**config.mk**
```make
export PLATFORM = sky130hd
export DESIGN_NAME = fifos_interface_param
export DESIGN_NICKNAME = d
export VERILOG_FILES = /design/src/rtl/fifos_interface_param.sv
export SDC_FILE = /design/constraint.sdc
export NUM_CORES = 2
export LEC_CHECK = 0
export ABC_AREA = 1
export CORE_AREA = 10 10 583 585
export DETAILED_ROUTE_END_ITERATION = 8
export DIE_AREA = 0 0 593 595
export GPL_ROUTABILITY_DRIVEN = 0
export PLACE_DENSITY_LB_ADDON = 0.25
export SLEW_MARGIN = 20
export SYNTH_ARGS = -nofsm -noshare
export SYNTH_HDL_FRONTEND = slang
export SYNTH_MEMORY_MAX_BITS = 65536
export SYNTH_SLANG_ARGS = --single-unit
```
**constraint.sdc**
```tcl
create_clock -name clk -period 8.7 [get_ports clk]
set_clock_uncertainty 0.2 [all_clocks]
set_input_delay 0.87 -clock clk [delete_from_list [all_inputs] [get_ports clk]]
set_output_delay 0.87 -clock clk [all_outputs]
set_load 0.02 [all_outputs]
```
**src/rtl/fifos_interface_param.sv**
```systemverilog
// Two-direction mc<->sc FIFO interface with occupancy/almost-full status, registered read data,
// an outstanding-request limiter and optional sticky error flags (FIFOS_IF_ERR_FLAGS_EN).

module fifos_if_fifo #(
  parameter int DEPTH     = 32,
  parameter int LOG2      = 5,
  parameter int W         = 70,
  parameter int AF_LEVEL  = 28
) (
  input  logic            clk,
  input  logic            rst_n,
  input  logic            i_wr,
  input  logic [W-1:0]    i_wdata,
  input  logic            i_rd,
  output logic [W-1:0]    o_rdata,
  output logic            o_rvalid,
  output logic            o_empty,
  output logic            o_full,
  output logic            o_almost_full,
  output logic [LOG2:0]   o_count
);

  localparam int C = LOG2 + 1;

  logic [W-1:0]    r_mem [DEPTH];
  logic [LOG2-1:0] r_wptr;
  logic [LOG2-1:0] r_rptr;
  logic [C-1:0]    r_count;
  logic [C-1:0]    w_count_nxt;
  logic            r_empty;
  logic            r_full;
  logic            r_almost_full;
  logic [W-1:0]    r_rdata;
  logic            r_rvalid;

  always_comb begin
    w_count_nxt = r_count;
    if (i_wr && !i_rd)
      w_count_nxt = r_count + 1'b1;
    else if (!i_wr && i_rd)
      w_count_nxt = r_count - 1'b1;
  end

  // Storage is not reset: contents are unreachable once pointers and count clear.
  always_ff @(posedge clk) begin
    if (i_wr)
      r_mem[r_wptr] <= i_wdata;
  end

  always_ff @(posedge clk or negedge rst_n) begin
    if (!rst_n) begin
      r_wptr        <= '0;
      r_rptr        <= '0;
      r_count       <= '0;
      r_empty       <= 1'b1;
      r_full        <= 1'b0;
      r_almost_full <= 1'b0;
      r_rdata       <= '0;
      r_rvalid      <= 1'b0;
    end else begin
      if (i_wr)
        r_wptr <= r_wptr + 1'b1;
      if (i_rd) begin
        r_rptr  <= r_rptr + 1'b1;
        r_rdata <= r_mem[r_rptr];
      end
      r_rvalid      <= i_rd;
      r_count       <= w_count_nxt;
      r_empty       <= (w_count_nxt == '0);
      r_full        <= (w_count_nxt == C'(DEPTH));
      r_almost_full <= (w_count_nxt >= C'(AF_LEVEL));
    end
  end

  assign o_rdata       = r_rdata;
  assign o_rvalid      = r_rvalid;
  assign o_empty       = r_empty;
  assign o_full        = r_full;
  assign o_almost_full = r_almost_full;
  assign o_count       = r_count;

endmodule

module fifos_interface_param #(
  parameter int FIFO_DEPTH         = 32,
  parameter int LOG2_FIFO_DEPTH    = 5,
  parameter int DATA_LINE_WIDTH    = 64,
  parameter int CONTROL_LINE_WIDTH = 6,
  parameter int ALMOST_FULL_LEVEL  = 28,
  parameter int MAX_OUTSTANDING    = 16
) (
  input  logic                                          clk,
  input  logic                                          rst_n,
  input  logic [DATA_LINE_WIDTH+CONTROL_LINE_WIDTH-1:0] i_mc_sreq_inbits,
  input  logic                                          i_mc_sreq_wen,
  output logic                                          o_mc_sreq_fifo_empty,
  output logic                                          o_mc_sreq_fifo_full,
  output logic                                          o_mc_sreq_almost_full,
  output logic [LOG2_FIFO_DEPTH:0]                      o_mc_sreq_count,
  input  logic                                          i_sc_rreq_ren,
  output logic [DATA_LINE_WIDTH+CONTROL_LINE_WIDTH-1:0] o_sc_rreq_outbits,
  output logic                                          o_sc_rreq_valid,
  output logic                                          o_sc_rreq_throttled,
  input  logic [DATA_LINE_WIDTH+CONTROL_LINE_WIDTH-1:0] i_sc_sresp_inbits,
  input  logic                                          i_sc_sresp_wen,
  output logic                                          o_sc_sresp_fifo_empty,
  output logic                                          o_sc_sresp_fifo_full,
  output logic                                          o_sc_sresp_almost_full,
  output logic [LOG2_FIFO_DEPTH:0]                      o_sc_sresp_count,
  input  logic                                          i_mc_rresp_ren,
  output logic [DATA_LINE_WIDTH+CONTROL_LINE_WIDTH-1:0] o_mc_rresp_outbits,
  output logic                                          o_mc_rresp_valid,
  output logic [LOG2_FIFO_DEPTH:0]                      o_outstanding,
  input  logic                                          i_err_clr,
  output logic [4:0]                                    o_err
);

  localparam int W = DATA_LINE_WIDTH + CONTROL_LINE_WIDTH;
  localparam int C = LOG2_FIFO_DEPTH + 1;

  logic         w_req_wr;
  logic         w_req_rd;
  logic         w_resp_wr;
  logic         w_resp_rd;
  logic         w_req_empty;
  logic         w_req_full;
  logic         w_resp_empty;
  logic         w_resp_full;
  logic [C-1:0] r_outstanding;
  logic [C-1:0] w_outstanding_nxt;
  logic         r_throttled;

  assign w_req_wr  = i_mc_sreq_wen && !w_req_full;
  assign w_req_rd  = i_sc_rreq_ren && !w_req_empty && !r_throttled;
  // A request popped this cycle already counts as outstanding for a same-cycle response.
  assign w_resp_wr = i_sc_sresp_wen && !w_resp_full && ((r_outstanding != '0) || w_req_rd);
  assign w_resp_rd = i_mc_rresp_ren && !w_resp_empty;

  fifos_if_fifo #(
    .DEPTH    (FIFO_DEPTH),
    .LOG2     (LOG2_FIFO_DEPTH),
    .W        (W),
    .AF_LEVEL (ALMOST_FULL_LEVEL)
  ) u_req_fifo (
    .clk           (clk),
    .rst_n         (rst_n),
    .i_wr          (w_req_wr),
    .i_wdata       (i_mc_sreq_inbits),
    .i_rd          (w_req_rd),
    .o_rdata       (o_sc_rreq_outbits),
    .o_rvalid      (o_sc_rreq_valid),
    .o_empty       (w_req_empty),
    .o_full        (w_req_full),
    .o_almost_full (o_mc_sreq_almost_full),
    .o_count       (o_mc_sreq_count)
  );

  fifos_if_fifo #(
    .DEPTH    (FIFO_DEPTH),
    .LOG2     (LOG2_FIFO_DEPTH),
    .W        (W),
    .AF_LEVEL (ALMOST_FULL_LEVEL)
  ) u_resp_fifo (
    .clk           (clk),
    .rst_n         (rst_n),
    .i_wr          (w_resp_wr),
    .i_wdata       (i_sc_sresp_inbits),
    .i_rd          (w_resp_rd),
    .o_rdata       (o_mc_rresp_outbits),
    .o_rvalid      (o_mc_rresp_valid),
    .o_empty       (w_resp_empty),
    .o_full        (w_resp_full),
    .o_almost_full (o_sc_sresp_almost_full),
    .o_count       (o_sc_sresp_count)
  );

  always_comb begin
    w_outstanding_nxt = r_outstanding;
    if (w_req_rd && !w_resp_wr)
      w_outstanding_nxt = r_outstanding + 1'b1;
    else if (!w_req_rd && w_resp_wr)
      w_outstanding_nxt = r_outstanding - 1'b1;
  end

  always_ff @(posedge clk or negedge rst_n) begin
    if (!rst_n) begin
      r_outstanding <= '0;
      r_throttled   <= 1'b0;
    end else begin
      r_outstanding <= w_outstanding_nxt;
      r_throttled   <= (w_outstanding_nxt == C'(MAX_OUTSTANDING));
    end
  end

  assign o_mc_sreq_fifo_empty  = w_req_empty;
  assign o_mc_sreq_fifo_full   = w_req_full;
  assign o_sc_sresp_fifo_empty = w_resp_empty;
  assign o_sc_sresp_fifo_full  = w_resp_full;
  assign o_outstanding         = r_outstanding;
  assign o_sc_rreq_throttled   = r_throttled;

`ifdef FIFOS_IF_ERR_FLAGS_EN
  logic [4:0] w_err_set;
  logic [4:0] r_err;

  always_comb begin
    w_err_set    = '0;
    w_err_set[0] = i_mc_sreq_wen && w_req_full;
    w_err_set[1] = i_sc_rreq_ren && (w_req_empty || r_throttled);
    w_err_set[2] = i_sc_sresp_wen && w_resp_full;
    w_err_set[3] = i_mc_rresp_ren && w_resp_empty;
    w_err_set[4] = i_sc_sresp_wen && !w_resp_full && (r_outstanding == '0) && !w_req_rd;
  end

  // New error events win over a same-cycle clear.
  always_ff @(posedge clk or negedge rst_n) begin
    if (!rst_n)
      r_err <= '0;
    else
      r_err <= (i_err_clr ? 5'd0 : r_err) | w_err_set;
  end

  assign o_err = r_err;
`else
  logic w_unused_err_clr;
  assign w_unused_err_clr = i_err_clr;
  assign o_err = '0;
`endif

endmodule

```
==> impl_metrics.ini <==
[run_status]
status = finished with violations
violations = slew limit

[worst_setup_path]
critPathKind = reg -> reg
path_delay_family = simple AND/OR/NAND/NOR gates
crit_path_max_fanout = 47
critPathMostFrequentCell = nand2_1
slowest_stage = buf_4
critical_path_required_ps = 9090
crit_path_start = o_outstanding[0]
cp-start-kind = flop
r2r-start = o_outstanding[0]
cp_cell_sequence = inv_1 > ha_1 > nand2_1 > nor2_1 > nand3_1 > nand2_2 > clkinv_1 > nand2_1 > nor2_4 > buf_4
slowest_delay_ps = 910
endpoint_kind = flop
arrival_ps = 5210
critPathBufInv = 3

[timing]
fin_crit_ps = 4820
worst_slew_pin_slew_ps = 1570
fin_tns_setup_ps = 0
max_freq_mhz = 207
finalSetupViolCount = 0
post-route-period-util_pct = 55.4
hold_viol = 0
whs_ps = 196
relSlewSlack_pct = -4.66
grt_setup_unrepaired = no
slew_viol_final = 67

[clock_network]
cts_buffers = 457
cts_resized = 0
cts_root_buf = clkbuf_16
clockBufferDepth = 4
cts_sinks = 4667
ctsHtreeMaxLevel = 5
cts.clk_slew.worst_paths_ps = 60
cts_tree = yes
clock_latency_ps = 990

[floorplan]
rows = 211
ios = 319
die_x_um = 593
start_util_pct = 55.6
die_h_um = 595
dieArea_um2 = 353000
coreArea_um2 = 329000

[global_routing]
grt.overflow.total = 0
grt_pass1_vias = 108000
grt_start_max_net_pins = 240
grtUsageTotal_pct = 26.9
antenna_found_initial = 55
grt_pass1_wl_mm = 718

[synthesis]
synth_top_cells_by_count = 4480 x edfxtp_1, 3041 x nor2_1, 2004 x o21ai_0, 1099 x nand2_1, 596 x clkbuf_1
netlist_instances = 14100
synth_most_common_cell = edfxtp_1
ys_async_sr_fraction_pct = 4.01
synth_cell_types = 32
synth.largest_area_cell = edfxtp_1
synth_edf_count = 4480
synth_area_um2 = 183000
syn_avg_cell_area_um2 = 13.0
synthFlopType = edfxtp_1
synth.area.top_cells = edfxtp_1 74%, nor2_1 6.2%, o21ai_0 5.5%
ys_seq_area_share_pct = 76.1
synth_warnings = 0
postSynthRegisterBits = 4667
synth_top_cell_area_share_pct = 73.5

[drt]
drtPass1Iterations = 8
avgRoutedWirePerCell_um = 26.2
drt_iter0_drc = 15800
ant_nets = 0
viasPerCell = 6.22
drc = 0
vias = 117000
drt_wl_total_mm = 494

[pwr]
peakVddDrop_v = 0.000490
power_density_nw_per_um2 = 334
power.leakage_nw = 66.5
finalPower_mw = 68.2

[min_path]
hold_path.class = in -> reg
hp-start = i_sc_sresp_inbits[22]

[finish]
fillerInstances = 24200
final_cells = 18900
seq_area_um2 = 139000
multi_input_area_um2 = 39400
area_growth_pct = 11.7
num-nets-final = 14300
drive_gt1_share_pct = 6.81
fin_util_pct = 62.2

[placed_design]
placed_cells = 18000
place.detailed.hpwl_mm = 242
port_buffers = 312

[flow_run]
drv_cap = 0
[per-layer routing]
| layer | GRT usage (%) | vias to the layer above | wire, µm |
|---|---|---|---|
| met3 | 5.12 | 894 | 53700 |
| met2 | 40.5 | 6347 | 223000 |
| met1 | 39.9 | 58500 | 201000 |
| met4 | 8.85 | 28 | 16500 |
| met5 | 0 | - | 184 |
| li1 | - | 51600 | - |
[cell usage in the layout (no fill, tap or decap), types with 232 or more instances in the layout]
master and count:
edfxtp_1 4480, nor2_1 2974, o21ai_0 2004, nand2_1 1098, nand3_1 592, o211ai_1 560
clkbuf_16 462, o22ai_1 438, clkdlybuf4s50_1 264, o21ai_1 262, a21oi_1 232
[worst paths after layout]
check	to	slack (ps)	cells past startpoint
worst min register to register	u_req_fifo.o_rdata[31]	280	2
max in group asynchronous	u_resp_fifo.o_rdata[64]	6320	4
worst max register to register	u_resp_fifo.r_mem[17][26]	3880	10
worst min-delay path	u_resp_fifo.r_mem[5][22]	200	1
worst max-delay path	u_resp_fifo.r_mem[17][26]	3880	10
min in group asynchronous	u_resp_fifo.o_count[5]	360	2
[state kept, by name (all words and copies together), names as in the netlist, 6 cells and up]
register and cells:
u_resp_fifo.o_count 6, u_resp_fifo.o_rdata 70, u_req_fifo.o_rdata 70, u_req_fifo.r_mem 2240
o_outstanding 6, u_req_fifo.o_count 6, u_resp_fifo.r_mem 2240
[report_power, final]
group	internal (mW)	leakage [nW]	switching [mW]
sequential	26.4	42.6	1.00
clock	11.0	7.17	8.30
combinational	6.06	16.7	15.5
[cell families (layout without fill, tap and decap cells)]
kind of cell,Yosys count,in the layout,share of synthesized area [%]
DFF,4667,4667,76.1
AOI/OAI and AO/OA,3499,3499,10.6
xor gates and xnor gates,29,29,0.139
buffers and inverters,1072,1475,2.63
adders and majority gates,16,16,0.109
and+or+nand+nor,4805,4805,10.4
other,1,27,0.00205
[layout make-up]
cell class | count | share of cell area (%)
Multi-Input combinational cell | 8354 | 19.3
Clock inverter | 227 | 1.02
Inverter | 103 | 0.231
Tap cell | 4366 | 2.67
Sequential cell | 4667 | 68.1
Timing Repair Buffer | 510 | 2.46
Antenna cell | 22 | 0.0269
Clock buffer | 635 | 6.15
[metrics by stage]
step	setup slack (ps)	area, µm²
floorplan	2590	183000
detailed placement	2950	190000
global route	3510	204000
global placement	3000	190000
finish	3880	204000
CTS	3840	204000
[worst reg2reg max path: stages (launching register included)]
cell and delay, ps:
dfrtp_1 450, inv_1 110, ha_1 240, nand2_1 80, nor2_1 60, nand3_1 450, nand2_2 330, clkinv_1 240
nand2_1 440, nor2_4 850, buf_4 910
[what timing repair did]
action	CTS	global route
endpoints found under the setup margin	0	0
endpoints found under the hold margin	38	0
buffers inserted	0	0
hold buffers	1	0
(Power assumes the default switching activity.)
